===== config.mk =====
export PLATFORM = sky130hd
export DESIGN_NAME = di_pfb_line_buf
export DESIGN_NICKNAME = d
export VERILOG_FILES = /design/src/rtl/di_pfb_pkg.sv /design/src/rtl/di_pfb_fetch_fsm.sv /design/src/rtl/di_pfb_line_buf.sv
export SDC_FILE = /design/constraint.sdc
export NUM_CORES = 1
export LEC_CHECK = 0
export CORE_MARGIN = 4
export CORE_UTILIZATION = 35
export CTS_CLUSTER_DIAMETER = 60
export DETAILED_ROUTE_END_ITERATION = 12
export PLACE_DENSITY = 0.71
export SKIP_LAST_GASP = 1
export SLEW_MARGIN = 25
export SYNTH_ARGS = -nofsm -noshare
export SYNTH_HDL_FRONTEND = slang
export SYNTH_HIERARCHICAL = 1
export SYNTH_SLANG_ARGS = --single-unit

===== constraint.sdc =====
create_clock -name clk -period 8.4 [get_ports clk]
set_input_delay 1.68 -clock clk [delete_from_list [all_inputs] [get_ports clk]]
set_output_delay 1.68 -clock clk [all_outputs]
set_load 0.02 [all_outputs]

===== src/rtl/di_pfb_pkg.sv =====
// Shared types and constants for the dual-issue prefetch-buffer line buffer.
package di_pfb_pkg;

   localparam int unsigned HW_PER_LINE = 8;
   localparam int unsigned LINE_BYTES  = 16;

   typedef enum logic [1:0] {
      StIdle,
      StReq,
      StWait,
      StAbort
   } pfb_fetch_state_e;

   typedef logic [3:0][31:0] pfb_line_t;

   // A 16-bit parcel starts a compressed instruction unless its low two bits are 2'b11.
   function automatic logic is_compressed(input logic [15:0] hw);
      return (hw & 16'h0003) != 16'h0003;
   endfunction

endpackage


===== src/rtl/di_pfb_fetch_fsm.sv =====
// Line fetch sequencer: one outstanding request, branch abort handling and the line address counter.
module di_pfb_fetch_fsm
   import di_pfb_pkg::*;
#(
   parameter int unsigned           ADDR_WIDTH = 32,
   parameter logic [ADDR_WIDTH-1:0] BOOT_ADDR  = 32'h0000_0080
) (
   input  logic                  clk,
   input  logic                  rst,
   input  logic                  slot_free,
   input  logic                  branch,
   input  logic [ADDR_WIDTH-1:0] branch_addr,
   output logic                  instr_req_o,
   output logic [ADDR_WIDTH-1:0] instr_addr_o,
   input  logic                  instr_gnt_i,
   input  logic                  instr_rvalid_i,
   output logic                  line_valid
);

   localparam logic [ADDR_WIDTH-1:0] LineBytes = ADDR_WIDTH'(LINE_BYTES);
   localparam logic [ADDR_WIDTH-1:0] LineMask  = ~(LineBytes - ADDR_WIDTH'(1));

   pfb_fetch_state_e      state_q, state_d;
   logic [ADDR_WIDTH-1:0] fetch_addr_q, fetch_addr_d;

   always_ff @(posedge clk or posedge rst) begin
      if (rst) begin
         state_q      <= StIdle;
         fetch_addr_q <= BOOT_ADDR & LineMask;
      end else begin
         state_q      <= state_d;
         fetch_addr_q <= fetch_addr_d;
      end
   end

   always_comb begin
      state_d      = state_q;
      fetch_addr_d = fetch_addr_q;
      unique case (state_q)
         StIdle: begin
            if (!branch && slot_free) state_d = StReq;
         end
         StReq: begin
            // A grant coinciding with a branch still owes us a response that must be dropped.
            if (branch)           state_d = instr_gnt_i ? StAbort : StIdle;
            else if (instr_gnt_i) state_d = StWait;
         end
         StWait: begin
            if (branch) begin
               state_d = instr_rvalid_i ? StIdle : StAbort;
            end else if (instr_rvalid_i) begin
               state_d      = StIdle;
               fetch_addr_d = fetch_addr_q + LineBytes;
            end
         end
         StAbort: begin
            if (instr_rvalid_i) state_d = StIdle;
         end
         default: state_d = StIdle;
      endcase
      if (branch) fetch_addr_d = branch_addr & LineMask;
   end

   always_comb begin
      instr_req_o  = (state_q == StReq);
      instr_addr_o = instr_req_o ? fetch_addr_q : '0;
      line_valid   = (state_q == StWait) && instr_rvalid_i && !branch;
   end

endmodule


===== src/rtl/di_pfb_line_buf.sv =====
// Two-line prefetch buffer feeding the primary issue slot: current line, one prefetched line,
// half-word index tracking with wrap into the next line.
module di_pfb_line_buf
   import di_pfb_pkg::*;
#(
   parameter int unsigned           ADDR_WIDTH = 32,
   parameter logic [ADDR_WIDTH-1:0] BOOT_ADDR  = 32'h0000_0080
) (
   input  logic                  clk,
   input  logic                  rst,
   output logic                  instr_req_o,
   output logic [ADDR_WIDTH-1:0] instr_addr_o,
   input  logic                  instr_gnt_i,
   input  logic                  instr_rvalid_i,
   input  logic [127:0]          instr_rdata_i,
   input  logic                  branch_i,
   input  logic [ADDR_WIDTH-1:0] branch_addr_i,
   input  logic                  issue_fire_i,
   output logic [3:0][31:0]      instr_buf,
   output logic [2:0]            pi_hw_idx,
   output logic                  pi_hw_idx_valid,
   output logic [15:0]           pi_straddle_hw,
   input  logic [2:0]            next_hw_idx,
   input  logic                  i2_instr_allocated
);

   localparam logic [2:0] LastHw = 3'(HW_PER_LINE - 1);

   pfb_line_t  cur_q, cur_d, nxt_q, nxt_d;
   logic       cur_valid_q, cur_valid_d, nxt_valid_q, nxt_valid_d;
   logic [2:0] idx_q, idx_d;
   logic       slot_free, line_valid, advance, wrap;

   di_pfb_fetch_fsm #(
      .ADDR_WIDTH(ADDR_WIDTH),
      .BOOT_ADDR (BOOT_ADDR)
   ) u_fetch_fsm (
      .clk           (clk),
      .rst           (rst),
      .slot_free     (slot_free),
      .branch        (branch_i),
      .branch_addr   (branch_addr_i),
      .instr_req_o   (instr_req_o),
      .instr_addr_o  (instr_addr_o),
      .instr_gnt_i   (instr_gnt_i),
      .instr_rvalid_i(instr_rvalid_i),
      .line_valid    (line_valid)
   );

   assign slot_free = !cur_valid_q || !nxt_valid_q;

   // A 32-bit instruction in the last half-word needs the next line's half-word 0.
   assign pi_hw_idx_valid = cur_valid_q && !branch_i &&
                            ((idx_q != LastHw) || is_compressed(cur_q[3][31:16]) || nxt_valid_q);

   assign advance = issue_fire_i && pi_hw_idx_valid;
   // Issue consumes at most four half-words, so a non-increasing index means a line crossing.
   assign wrap    = advance && (next_hw_idx <= idx_q);

   always_comb begin
      cur_d       = cur_q;
      nxt_d       = nxt_q;
      cur_valid_d = cur_valid_q;
      nxt_valid_d = nxt_valid_q;
      idx_d       = idx_q;
      if (branch_i) begin
         cur_valid_d = 1'b0;
         nxt_valid_d = 1'b0;
         idx_d       = branch_addr_i[3:1];
      end else begin
         if (advance) idx_d = next_hw_idx;
         if (wrap) begin
            cur_d       = nxt_q;
            cur_valid_d = nxt_valid_q;
            nxt_valid_d = 1'b0;
         end
         // Placement looks at the post-wrap occupancy so a line returning during a wrap lands
         // in the slot the wrap just freed.
         if (line_valid) begin
            if (!cur_valid_d) begin
               cur_d       = instr_rdata_i;
               cur_valid_d = 1'b1;
            end else begin
               nxt_d       = instr_rdata_i;
               nxt_valid_d = 1'b1;
            end
         end
      end
   end

   always_ff @(posedge clk or posedge rst) begin
      if (rst) begin
         cur_q       <= '0;
         nxt_q       <= '0;
         cur_valid_q <= 1'b0;
         nxt_valid_q <= 1'b0;
         idx_q       <= '0;
      end else begin
         cur_q       <= cur_d;
         nxt_q       <= nxt_d;
         cur_valid_q <= cur_valid_d;
         nxt_valid_q <= nxt_valid_d;
         idx_q       <= idx_d;
      end
   end

   assign instr_buf      = cur_q;
   assign pi_hw_idx      = idx_q;
   assign pi_straddle_hw = nxt_q[0][15:0];

   fire_needs_valid: assert property (@(posedge clk) disable iff (rst)
      !(issue_fire_i && !branch_i && !pi_hw_idx_valid));

   // Two instructions always span at least two half-words.
   pair_moves_index: assert property (@(posedge clk) disable iff (rst)
      (issue_fire_i && i2_instr_allocated && !branch_i) |-> (next_hw_idx != pi_hw_idx));

endmodule


* Yosys cells after proc, flatten, opt, wreduce, memory -nomap -nowiden
Index checks and enable logic that the tools add are counted.
** Storage, ports and cells
- Register bits after elaboration :: 295
- Output and inout bits :: 181
** Cells by class
- Add/sub/neg operators :: 1
- $lt $le $gt $ge :: 1
- Equality and inequality tests :: 7
- Muxes and demuxes :: 25
- Bitwise operators :: 1
- Reductions and logical operators :: 20
** Operator list (number)
- two-way mux 128 bit :: 3
- two-way mux 32 bit :: 4
- adder 32 x 5 -> 32 bit, second input constant :: 1
- two-way mux 2 bit :: 7
- two-way mux 1 bit :: 8
- case mux 2 bit (4 select lines) :: 1
- logical AND 1 bit :: 7
- two-way mux 3 bit :: 2
- nonzero test 2 bit :: 3
- equality test 2 bit, second input constant :: 2
- AND reduction 2 bit :: 2
- less-or-equal comparator 3 bit :: 1
- logical NOT 1 bit :: 3
- logical OR 1 bit :: 3
- inequality test 3 x 1 -> 1 bit, second input constant :: 1
- inequality test 3 bit, second input constant :: 1
- AND reduction 3 bit :: 1
- equality test 2 x 1 -> 1 bit, second input constant :: 1
- logical NOT 2 bit :: 1
- inequality test 2 x 1 -> 1 bit, second input constant :: 1
- inequality test 2 bit, second input constant :: 1
- NOT 1 bit :: 1

* Longest topological paths before layout
Gate-level depths: netlist of the first run.
- Word-level depth :: 11
- Mapped depth :: 9

* Hierarchy
The synthesis of the first run kept the hierarchy.
** By module, submodules not included
- di_pfb_line_buf :: instances 1, cells each 772, area each 11061.9 um^2, sequential area each 6531.3 um^2
- di_pfb_fetch_fsm :: instances 1, cells each 238, area each 1980.6 um^2, sequential area each 752.0 um^2

* Worst setup path after synthesis of the first run
No wires, ideal clock.
- Path type :: in2out
- Start :: input branch_i
- End :: output pi_hw_idx_valid
- Data arrival time :: 2140 ps
- Slack :: 4580 ps
- Stages :: 2
- Cells stage by stage :: nand2b_1 nor2_1
** On the way
- Word-level cells in the longest chain between the ends :: 3
** RTL lines
- from (decl) :: line di_pfb_line_buf.sv:16 : input logic branch_i,
- logical NOT 1 bit :: line di_pfb_line_buf.sv:53 : assign pi_hw_idx_valid = cur_valid_q && !branch_i &&
- logical AND 1 bit (2 in series) :: line di_pfb_line_buf.sv:53
- to (decl) :: line di_pfb_line_buf.sv:21 : output logic pi_hw_idx_valid,
Every way passes these cells.

* Worst setup path after layout of the first run
Same ends and word-level chain as after synthesis.

==> results of run 1 <==
-- flip-flops by register name, indices dropped and copies added, names as in the netlist --
signal and count:
pi_straddle_hw 16, cur_valid_q 1, nxt_valid_q 1, u_fetch_fsm/fetch_addr_q 28, u_fetch_fsm/state_q 2, nxt_q 112
instr_buf 128, pi_hw_idx 3
-- layout make-up --
class | instances | area share, %
Tap cell | 468 | 3.29
Clock inverter | 12 | 0.718
Inverter | 13 | 0.296
Timing Repair Buffer | 360 | 20.1
Sequential cell | 291 | 41.0
Clock buffer | 48 | 5.89
Multi-Input combinational cell | 606 | 28.8
Antenna cell | 1 | 0.0141
-- power breakdown --
| group | total [mW] | internal (mW) | switching (mW) | leakage, nW |
|---|---|---|---|---|
| Combinational | 2.04 | 1.07 | 0.965 | 3.16 |
| Clock | 1.54 | 0.938 | 0.599 | 0.588 |
| Sequential | 2.01 | 1.77 | 0.240 | 3.71 |
| Total | 5.58 | 3.78 | 1.80 | 7.46 |
-- layout by cell type, fill, tap and decap left out, types with 2 or more instances in the layout --
cell and n:
sky130_fd_sc_hd__inv_6 3, sky130_fd_sc_hd__clkdlybuf4s50_1 344, sky130_fd_sc_hd__xnor2_1 9, sky130_fd_sc_hd__o221a_2 128, sky130_fd_sc_hd__nor4_1 4, sky130_fd_sc_hd__buf_4 15, sky130_fd_sc_hd__dfrtp_1 290, sky130_fd_sc_hd__nor3_1 3
sky130_fd_sc_hd__mux2_2 134, sky130_fd_sc_hd__clkbuf_8 8, sky130_fd_sc_hd__clkinv_2 6, sky130_fd_sc_hd__o31a_1 2, sky130_fd_sc_hd__inv_1 12, sky130_fd_sc_hd__bufinv_16 2, sky130_fd_sc_hd__nand4b_1 2, sky130_fd_sc_hd__or3_2 2
sky130_fd_sc_hd__clkbuf_1 3, sky130_fd_sc_hd__nor2_1 25, sky130_fd_sc_hd__or4_1 11, sky130_fd_sc_hd__and2_1 28, sky130_fd_sc_hd__o31ai_1 11, sky130_fd_sc_hd__o21ai_0 18, sky130_fd_sc_hd__nand2_1 27, sky130_fd_sc_hd__nand3_1 9
sky130_fd_sc_hd__xor2_1 3, sky130_fd_sc_hd__clkbuf_16 37, sky130_fd_sc_hd__a31oi_1 14, sky130_fd_sc_hd__and4_1 2, sky130_fd_sc_hd__or3_1 130, sky130_fd_sc_hd__o21a_1 2, sky130_fd_sc_hd__nand4_1 10, sky130_fd_sc_hd__ha_1 4
sky130_fd_sc_hd__nor2b_1 2, sky130_fd_sc_hd__nand2b_1 4, sky130_fd_sc_hd__conb_1 4
-- path summary, 6_finish.rpt --
check | slack, ps | start | to
min in group asynchronous | 1650 | rst | u_fetch_fsm/fetch_addr_q[27]
max in group asynchronous | 5160 | rst | instr_buf[72]
max reg2reg | 5110 | pi_hw_idx[1] | nxt_q[52]
min reg2reg | 500 | nxt_q[75] | nxt_q[75]
min | 500 | nxt_q[75] | nxt_q[75]
max | 3310 | branch_i | pi_hw_idx_valid
-- logic make-up (layout without fill, tap and decap cells) --
kind of cell             count (synthesis)  in the layout  share of synthesized area (%)
multiplexers                           135            135                           11.6
XOR/XNOR                                12             12                          0.806
buffers and inverters                  116            433                           5.42
AND/OR/NAND/NOR                        266            266                           12.0
adder cells (fa/ha/maj)                  4              4                          0.384
other                                    1              5                         0.0288
AO/OA/AOI/OAI                          185            185                           13.9
flip-flops                             291            291                           55.8
-- routing by layer --
metal	vias up	wire length, um	track usage, %
met5	-	0	0
met4	0	1370	7.42
met3	74	2220	4.35
met2	288	17400	28.1
met1	4937	15500	22.5
li1	4399	-	-
-- metrics by stage --
step	hold slack [ps]	total power, mW	cell area, sq um	utilization, %
finish	497	5.58	17800	48.5
global route	511	5.83	17800	48.5
detailed placement	487	4.08	16600	45.2
CTS	499	5.66	17800	48.4
global placement	479	4.05	16600	45.2
floorplan	472	3.02	13100	-
-- worst max-delay path: stages --
cell                              delay, ps
sky130_fd_sc_hd__clkdlybuf4s50_1        450
sky130_fd_sc_hd__buf_4                  340
sky130_fd_sc_hd__nand2b_1               300
sky130_fd_sc_hd__nor2_1                  70
sky130_fd_sc_hd__clkdlybuf4s50_1        560
==> results by stage, run 1 <==
Clocking:
- The cell chosen for the clock root is sky130_fd_sc_hd__clkbuf_16.
- The number of buffers inserted by hold repair at cts is 0.
- TritonCTS built the clock tree.
- Gates resized during post-CTS repair numbered 0.
- In this run the post-CTS setup repair buffer count came out at 0.
- The number of buffers on the longest clock path is 3.
- The number of sinks handled by clock tree synthesis is 291.
- The clock slew at the register clock pins of the worst setup and hold paths is 60 ps.
- At the later pin of the worst-skew pair, clock insertion delay measures 520 ps.
- The total CTS buffers is 36.
- The maximum level of the CTS H-tree is 2.

Setup path:
- Counting cells, the worst reg-to-reg path comes to 8.
- The data required time of the worst path is 6720 ps.
- The critical path endpoint category is an output pin.
- The critical path launch point type is an input port.
- The critical path is of the input port to output pin type.
- The worst endpoint data arrival time is 3410 ps.
- Of all nets on the critical path, the largest fanout is 39.

Final layout:
- The number of standard cells in the layout, taps in and fillers out is 1799.
- The area of combinational cells with multiple inputs is 5120 sq um.
- The share of layout cells above drive strength 1 is 26.2%.
- Relative to the synthesized area, the layout overhead comes to 36.3%.
- The count of nets after finishing is 1482.
- Registers take 7280 sq um.
- Counting the fill cells in the layout gives 3234.

Floorplan:
- The height of the die is 201 um.
- The total die area is 40400 sq um.
- The die is 201 um wide.
- The starting density of the core is 35.5%.
- The floorplan has 70 rows.
- Pin placement for this block handled 351 I/O pins.
- The region available for standard cell placement spans 36700 sq um.

STA:
- The final-report max-slew violation count is 0.
- Setup violations remaining at the end of the flow were counted as 0.
- The final-report hold violation count is 0.
- The setup slack after layout is 3310 ps.
- The actual slew at the worst max-slew pin is 1050 ps.
- Setup repair after global routing left no endpoint under its margin.
- In this run the tightest slew margin relative to its limit is 30.1%.
- The time the final worst path needs with I/O delays and setup is 5090 ps.
- After layout, the worst path uses 60.6% of the clock period.
- In the final timing run, aggregate negative setup slack is 0 ps.
- Based on the critical path, the design can be clocked at up to 196 MHz.
- Between clock sinks in the finished design, the worst skew comes to 9.08 ps.

Drt:
- The number of DRC violations after detailed routing is 0.
- The total iterations of the first detailed-routing run is 4.
- The number of violations reported at the end of detailed-routing iteration 0 is 595.
- The ratio of routed vias to standard cells is 5.39.
- The routed layout has 9698 vias.
- The total length of routed wires is 36500 um.
- The antenna violation net count after detailed routing is 0.
- The average wire per standard cell is 20.3 um.

Power and ir drop:
- The worst-case IR drop observed on VDD is 0.000199 V.
- Power spread over the standard cell area amounts to 314 nW/um^2.
- For this design the static power due to leakage is 7.46 nW.

Synthesis:
- Counting instances in the post-synthesis netlist gives the leading cell types as 290 x sky130_fd_sc_hd__dfrtp_1, 134 x sky130_fd_sc_hd__mux2_2, 130 x sky130_fd_sc_hd__or3_1.
- Counting flops with an async set or reset pin after synthesis yields a share of 100%.
- The number of different library cells used by synthesis comes to 51.
- The count of flip-flops with a built-in enable after synthesis is 0.
- The fraction of the yosys area taken by sequential cells is 55.8%.
- After synthesis, the mean cell area works out to 12.9 sq um.
- Of the post-synthesis cell area, the dominant cell type holds 55.6%.
- Ranked by total cell area, the synthesized netlist is headed by sky130_fd_sc_hd__dfrtp_1 56%, sky130_fd_sc_hd__mux2_2 12%, sky130_fd_sc_hd__o221a_2 11%, sky130_fd_sc_hd__or3_1 6.2%, sky130_fd_sc_hd__buf_4 2.0%.
- Summing every instance area after synthesis gives 13000 sq um.
- Yosys printed 6 warnings.
- The most numerous cell in the Yosys netlist is sky130_fd_sc_hd__dfrtp_1.
- The flip-flop cell with the highest count after synthesis is sky130_fd_sc_hd__dfrtp_1.
- Of all cell types, the one taking the most synthesized area is sky130_fd_sc_hd__dfrtp_1.
- Counting flops and latches in the post-synthesis netlist gives 291.
- The post-synthesis instance total is 1010.

Job:
- The tool flagged a number of max-cap violations equal to 0.

GRT:
- The initial antenna violation count is 1.
- The remaining global-route overflow is 0.
- Entering global routing, the biggest net connects 76 pins.
- The global-route wire length before repair is 57800 um.
- The via count of the first global-routing pass is 10200.
- The global-route total usage across every layer is 17.4%.

Placed design:
- Timing analysis after detailed placement gives a worst setup slack of 3290 ps.
- The HPWL after detailed placement is 23400 um.
- In this run the tool buffered the top-level ports with 344 buffer cells.
- The number of cells in the design after placement is 1738.
- At the end of routability-driven placement, the weighted congestion stood at 0.791.

Outcome:
- The run finished with clean final reports.

Worst hold path:
- Counting instances, the worst hold path has a depth of 1.
- The tightest min-delay check is of the flop to flop type.
Power figures use the tool's default switching activity.
==> run 2, diff against run 1 <==
--- a/config.mk
+++ b/config.mk
@@ -9,7 +9,7 @@
 export CORE_UTILIZATION = 35
 export CTS_CLUSTER_DIAMETER = 60
 export DETAILED_ROUTE_END_ITERATION = 12
-export PLACE_DENSITY = 0.71
+export PLACE_DENSITY = 0.69
 export SKIP_LAST_GASP = 1
 export SLEW_MARGIN = 25
 export SYNTH_ARGS = -nofsm -noshare
==> constraint.sdc (replaced) <==
create_clock -name clk -period 4.7 [get_ports clk]
set_input_delay 0.94 -clock clk [delete_from_list [all_inputs] [get_ports clk]]
set_output_delay 0.94 -clock clk [all_outputs]
set_load 0.02 [all_outputs]
==> run 2 against run 1 <==
Clock power is 78% higher. Cell count is 0.61% higher. Sequential power is 79% higher. Count of clock-buffer cells in the layout is 6 higher. Flip-flop and latch count stayed put. Design area is 0.82% higher. Setup slack worse by 2300 ps. Total power is 79% higher. Wire length is 0.64% higher. Die area stayed put. Core utilization is 0.40 points higher. Critical endpoint is now instr_addr_o[6].
==> results by stage, run 2 (synthesis results as in run 1) <==
Outcome:
- The run finished with clean final reports.

Final layout:
- The most common cell after layout, fill and taps aside is sky130_fd_sc_hd__clkdlybuf4s50_1.
- In the final layout, the share of cells above drive strength 1 is 26.3%.
- The layout overhead on the synthesized area is 37.5%.
- After the last flow step, the layout net total stands at 1486.
- Leaving out fill and tap cells, the most frequent cells in the layout are 344 x sky130_fd_sc_hd__clkdlybuf4s50_1, 290 x sky130_fd_sc_hd__dfrtp_1, 134 x sky130_fd_sc_hd__mux2_2.
- The number of flip-flops under the largest register name is 128.

GRT:
- Global routing used 4.89% of the available met3 tracks.
- The layer carrying the most global-route usage is met2.
- The via count of the first global-routing pass is 10500.
- Global routing used 23.0% of the available met1 tracks.
- In the global route stage, overall resource usage came out at 17.8%.
- The met2 demand-to-capacity share in global routing is 28.1%.
- The total overflow left after global routing is 0.
- The first global-routing pass estimated 59200 um of wire.
- The pin count of the biggest net entering global routing is 80.
- The initial antenna violation count came to 4.

Drt:
- The average wire per standard cell is 20.3 um.
- Detailed routing inserted a total of 9805 vias.
- The count of nets left with antenna violations once routing finished came out at 0.
- The total length of routed wires is 36800 um.
- The total iterations of the first detailed-routing run is 5.
- The ratio of routed vias to standard cells is 5.42.
- After the first detailed-routing iteration, the DRC count stood at 612.
- The number of DRC violations after detailed routing is 0.

Floorplan:
- The floorplan row count is 70.
- The width of the die is 201 um.
- The height of the die is 201 um.
- The total die area is 40400 sq um.
- The total area inside the core boundary comes to 36700 sq um.
- 351 I/O pins were placed.
- The initial utilization of the core area, before any placement, comes to 35.5%.

Placed design:
- Detailed placement finished with a half-perimeter wire length of 23600 um.
- The congestion estimate from routability-driven global placement came to 0.761.
- During placement, the flow inserted port buffers numbering 344.

Clocking:
- After clock tree synthesis, the repair step resized 0 gates.
- The clock reaches the later pin of the worst-skew pair after 530 ps.
- After clock tree synthesis, the flow added hold-fix buffers numbering 0.
- In this run the deepest clock path goes through 3 buffers.
- After clock tree synthesis, the clock-pin slew on the worst setup and hold paths is 60 ps.
- The setup fix buffers added after clock tree synthesis is 0.
- TritonCTS built the clock tree.
- The clock net in this run drives a total of 291 sinks.
- The cell chosen for the clock root is sky130_fd_sc_hd__clkbuf_16.
- The total CTS buffers is 36.
- CTS built an H-tree with a depth of 2.

STA:
- Adding up every negative setup slack in the final design gives 0 ps.
- Measured against its own limit, the worst slew margin works out to 43.0%.
- The smallest clock period supported by the final layout is computed as 3670 ps.
- The actual slew at the worst max-slew pin is 853 ps.
- The final-report hold violation count is 0.
- Setup repair after global routing left no endpoint under its margin.
- The number of endpoints failing setup at the final stage is 0.
- Timing would allow up to 272 MHz.
- For the final database, setup skew stands at 17.9 ps.
- The final-report max-slew violation count came to 0.
- The final critical path takes up 78.1% of the cycle.

Power and ir drop:
- The highest ir drop seen on vdd is 0.000323 V.
- Summed over all cells, the static leakage comes to 7.51 nW.
- The overall power consumption is 9.97 mW.
- In this run the power density over the cells is 556 nW/um^2.

Setup path:
- The biggest fanout along the worst timing path is 16.
- The worst setup path is launched from a flop.
- The count of buffering cells on the critical path with inverters included is 2.
- Among cell families on the critical path, the largest total delay comes from buffers and inverters.
- For the worst setup path, the data required time is 3760 ps.
- For this design, the slowest cell found on the critical path is sky130_fd_sc_hd__nor2b_1.
- On the worst path, the slowest cell contributes a delay of 690 ps.
- Traced cell by cell, the critical path runs through nor2b_1 -> buf_4 -> and2_1 -> clkdlybuf4s50_1.
- The worst setup path category is flop to output pin.
- The worst setup path is captured at an output pin.
- The worst endpoint data arrival time is 2730 ps.

Job:
- Max-cap violations in this run came to 0.

Worst hold path:
- The tightest min-delay check is of the flop to flop type.
-- run 2: through the flow --
stage          std cells  util [%]  cell area [sq um]  hold WS [ps]  setup slack, ps
4_1_cts             1806      48.8              17900           500              953
2_1_floorplan       1013         -              13100           472              318
3_3_place_gp        1742      45.6              16700           479             1120
6_report            1810      48.9              17900           498             1030
5_1_grt             1810      48.9              17900           513              761
3_5_place_dp        1742      45.6              16700           487             1110
-- run 2: routing by layer --
| metal | wire length [um] | up-vias |
|---|---|---|
| li1 | - | 4421 |
| met1 | 15600 | 5005 |
| met2 | 17300 | 309 |
| met3 | 2600 | 70 |
| met4 | 1230 | 0 |
| met5 | 0 | - |
-- run 2: path summary, 6_finish.rpt --
kind / from / to / slack (ps) / depth (start not counted)
worst max-delay path: u_fetch_fsm/state_q[1] / instr_addr_o[6] / 1030 / 4
worst min-delay path: nxt_q[20] / nxt_q[20] / 500 / 1
worst max register to register: pi_hw_idx[1] / nxt_q[76] / 2040 / 7
worst min register to register: nxt_q[20] / nxt_q[20] / 500 / 1
max in group asynchronous: rst / nxt_q[102] / 2840 / 3
min in group asynchronous: rst / u_fetch_fsm/fetch_addr_q[23] / 970 / 2
-- run 2: where the power goes --
group / switching (mW) / total [mW] / internal [mW] / leakage (nW)
sequential: 0.428 / 3.59 / 3.16 / 3.71
clock: 1.07 / 2.74 / 1.67 / 0.580
combinational: 1.72 / 3.64 / 1.92 / 3.22
total: 3.22 / 9.97 / 6.75 / 7.51
-- run 2: cell type report --
type	instances	area (sq um)
Antenna cell	4	10.0
Clock buffer	54	1090
Clock inverter	10	104
Fill cell	3230	18800
Inverter	13	52.6
Multi-Input combinational cell	606	5110
Sequential cell	291	7280
Tap cell	468	586
Timing Repair Buffer	364	3690
==> run 3, diff against run 2 <==
==> constraint.sdc (replaced) <==
create_clock -name clk -period 3.4 [get_ports clk]
set_input_delay 0.68 -clock clk [delete_from_list [all_inputs] [get_ports clk]]
set_output_delay 0.68 -clock clk [all_outputs]
set_load 0.02 [all_outputs]
==> run 3 against run 2 <==
Die area did not move. Register-to-register slack got worse by 1100 ps. Setup slack got worse by 780 ps. Flip-flop and latch count did not move. Clock power rose by 35%. Critical path depth did not move. First-iteration DRC count fell by 4.9%. Via count rose by 0.22%. Sequential share of layout area fell by 0.12 points. Critical path type unchanged. Largest cell class unchanged. Highest routed layer unchanged.
==> results by stage, run 3 (synthesis results as in run 1) <==
Placed design:
- The total placed instance area is 16800 sq um.
- Detailed placement finished with a half-perimeter wire length of 24100 um.
- Port buffering added 344 buffers.
- The worst setup slack before clock tree synthesis is 255 ps.
- The last weighted congestion value of the routability-driven placer is 0.758.
- The number of placed instances, taps included, is 1750.

STA:
- The number of endpoints failing setup at the final stage is 0.
- Once routing completed, OpenROAD measured the worst setup slack at 245 ps.
- For the finished layout, the period the worst path requires is 3160 ps.
- The actual slew at the worst max-slew pin is 836 ps.
- The share of the cycle needed by the critical path after routing is 92.8%.
- The final-report max-slew violation count was 0.
- The worst hold slack is 497 ps.
- The final-report hold violation count is 0.
- The worst pin sits at a relative slew slack of 44.2%.
- The clock arrives with 16.9 ps of skew.
- The accumulated negative setup slack is 0 ps.
- For this run, the top clock speed supported by timing is 317 MHz.
- Setup repair after global routing left no endpoint under its margin.

Power and ir drop:
- The power per cell area is 764 nW/um^2.
- The static leakage power is 7.54 nW.
- The overall power consumption is 13.7 mW.
- VDD sags by at most 0.000485 V.

Drt:
- In the routed design, unresolved DRC markers number 0.
- The top routing layer in use is met4.
- The detailed-route via count is 9827.
- For this block, the routed nets add up to 37100 um of wire.
- The detailed router finished its first iteration with 582 violations.
- Using the TritonRoute via totals, the vias-per-cell ratio works out to 5.43.
- After detailed routing, the average wire length per cell comes to 20.5 um.
- In the final routing, the length of wire on met1 measures 15700 um.
- For this run, the detailed router's first-pass iteration total came to 7.
- The wire length on met3 is 2550 um.
- The sum of met2 wire segment lengths after detailed routing is 17900 um.
- The antenna violation net count after detailed routing is 0.

Clocking:
- TritonCTS built the clock tree.
- The clock latency of the later-clocked register in the worst-skew pair is 510 ps.
- In this run the clock root is driven by a sky130_fd_sc_hd__clkbuf_16.
- The number of setup buffers added after CTS is 0.
- Clock-pin slew was measured on the worst setup and hold paths at 50 ps.
- The number of buffers inserted by hold repair at cts is 0.
- In this run, post-CTS repair resized a total of 0 instances.
- Counting along the longest clock path gives a buffer depth of 3.
- Clock tree synthesis found a total of 291 sinks.
- The number of clock buffers added by TritonCTS is 36.
- CTS built an H-tree with a depth of 2.

Job:
- Max-cap violations in this run came to 0.

Final layout:
- The finished layout cell area is 18000 sq um.
- The number of standard cells in the layout, taps in and fillers out is 1810.
- Cells fill 49.0% of the core in the end.
- The register with the most flip-flops in the layout has 128 of them.
- The share of layout cells above drive strength 1 is 26.4%.
- After the last flow step, the layout net total stands at 1494.
- The number of inserted filler cells in the final layout is 3164.
- The most common cell after layout, fill and taps aside is sky130_fd_sc_hd__clkdlybuf4s50_1.
- The top cell types in the final layout, fill and taps aside, are 344 x sky130_fd_sc_hd__clkdlybuf4s50_1, 290 x sky130_fd_sc_hd__dfrtp_1, 134 x sky130_fd_sc_hd__mux2_2.
- From synthesis to final layout, the design area changed by 37.9%.
- In the final layout, the multi-input gates occupy 5110 sq um.
- In the final layout, flip-flops and latches occupy 7280 sq um.

Setup path:
- The biggest fanout along the worst timing path is 23.
- The worst setup path is captured at an output pin.
- The worst setup path category is flop to output pin.
- The worst endpoint data arrival time is 2480 ps.
- Counting buffers and inverters, the worst setup path is 4 cells deep.
- Walking the worst path, the cells encountered are nor2b_1 -> buf_4 -> and2_1 -> clkdlybuf4s50_1.
- The data required time of the worst path is 2720 ps.
- The standard cell with the maximum stage delay on the critical path is sky130_fd_sc_hd__clkdlybuf4s50_1.
- The delay of the slowest cell on the worst path is 620 ps.
- The count of buffering cells on the critical path with inverters included is 2.
- The family with the most delay on the worst path is buffers and inverters.
- The number of cells on the worst reg-to-reg path is 8.
- The critical path launch point type is a flop.

GRT:
- The initial antenna violation count is 2.
- Global routing used 17.7% of the available tracks.
- The global-route wire length before repair is 59000 um.
- The via count of the first global-routing pass is 10200.
- The remaining global-route overflow is 0.
- The pin count of the biggest net entering global routing is 85.

Worst hold path:
- The class of the tightest hold or removal check is flop to flop.
- The worst hold path depth is 1.

Floorplan:
- The total die area is 40400 sq um.
- The die is 201 um wide.
- In this run the standard cell core region covers 36700 sq um.
- The height of the die is 201 um.
- The I/O pin count is 351.
- The starting density of the core is 35.5%.
- The floorplan row count is 70.

Outcome:
- The flow ran to the end, and the final reports show no timing, DRC or antenna violations.
==> run 3: cell count changes in the layout (fill, tap and decap cells not counted), sizes merged, moves of 2 or more <==
cell	change
clkinv	-2
inv	+2
diode	-2
bufinv	+2
buf	+8
clkbuf	-9
==> run 3: worst reg2reg max path: stages, from the launching register on <==
cell,delay [ps]
sky130_fd_sc_hd__dfrtp_1,380
sky130_fd_sc_hd__inv_1,60
sky130_fd_sc_hd__ha_1,300
sky130_fd_sc_hd__o21ai_0,360
sky130_fd_sc_hd__o21ai_4,120
sky130_fd_sc_hd__buf_12,200
sky130_fd_sc_hd__buf_4,340
sky130_fd_sc_hd__or3_1,440
sky130_fd_sc_hd__o221a_2,130
==> run 3: report_power, final <==
group / switching, mW / internal [mW]
Clock: 1.45 / 2.24
Combinational: 2.39 / 2.68
Sequential: 0.610 / 4.38
==> run 3: metal layers <==
layer	track usage, %	vias up
met5	0	-
met2	28.1	302
met3	5.15	57
met4	5.48	0
li1	-	4433
met1	23.5	5035
==> run 3: layout make-up <==
cell class	instances	area share, %
Sequential cell	291	40.5
Multi-Input combinational cell	606	28.4
Timing Repair Buffer	372	21.2
Clock buffer	45	5.37
Tap cell	468	3.26
Clock inverter	13	0.898
Inverter	13	0.292
Antenna cell	2	0.0278
==> run 3: final timing paths <==
path / startpoint / endpoint / slack, ps
setup reg to reg: pi_hw_idx[2] / instr_buf[84] / 960
hold reg to reg: nxt_q[93] / nxt_q[93] / 500
setup / recovery: u_fetch_fsm/state_q[1] / instr_addr_o[8] / 240
min in group asynchronous: rst / instr_buf[21] / 570
hold / removal: nxt_q[93] / nxt_q[93] / 500
max in group asynchronous: rst / nxt_q[30] / 1840
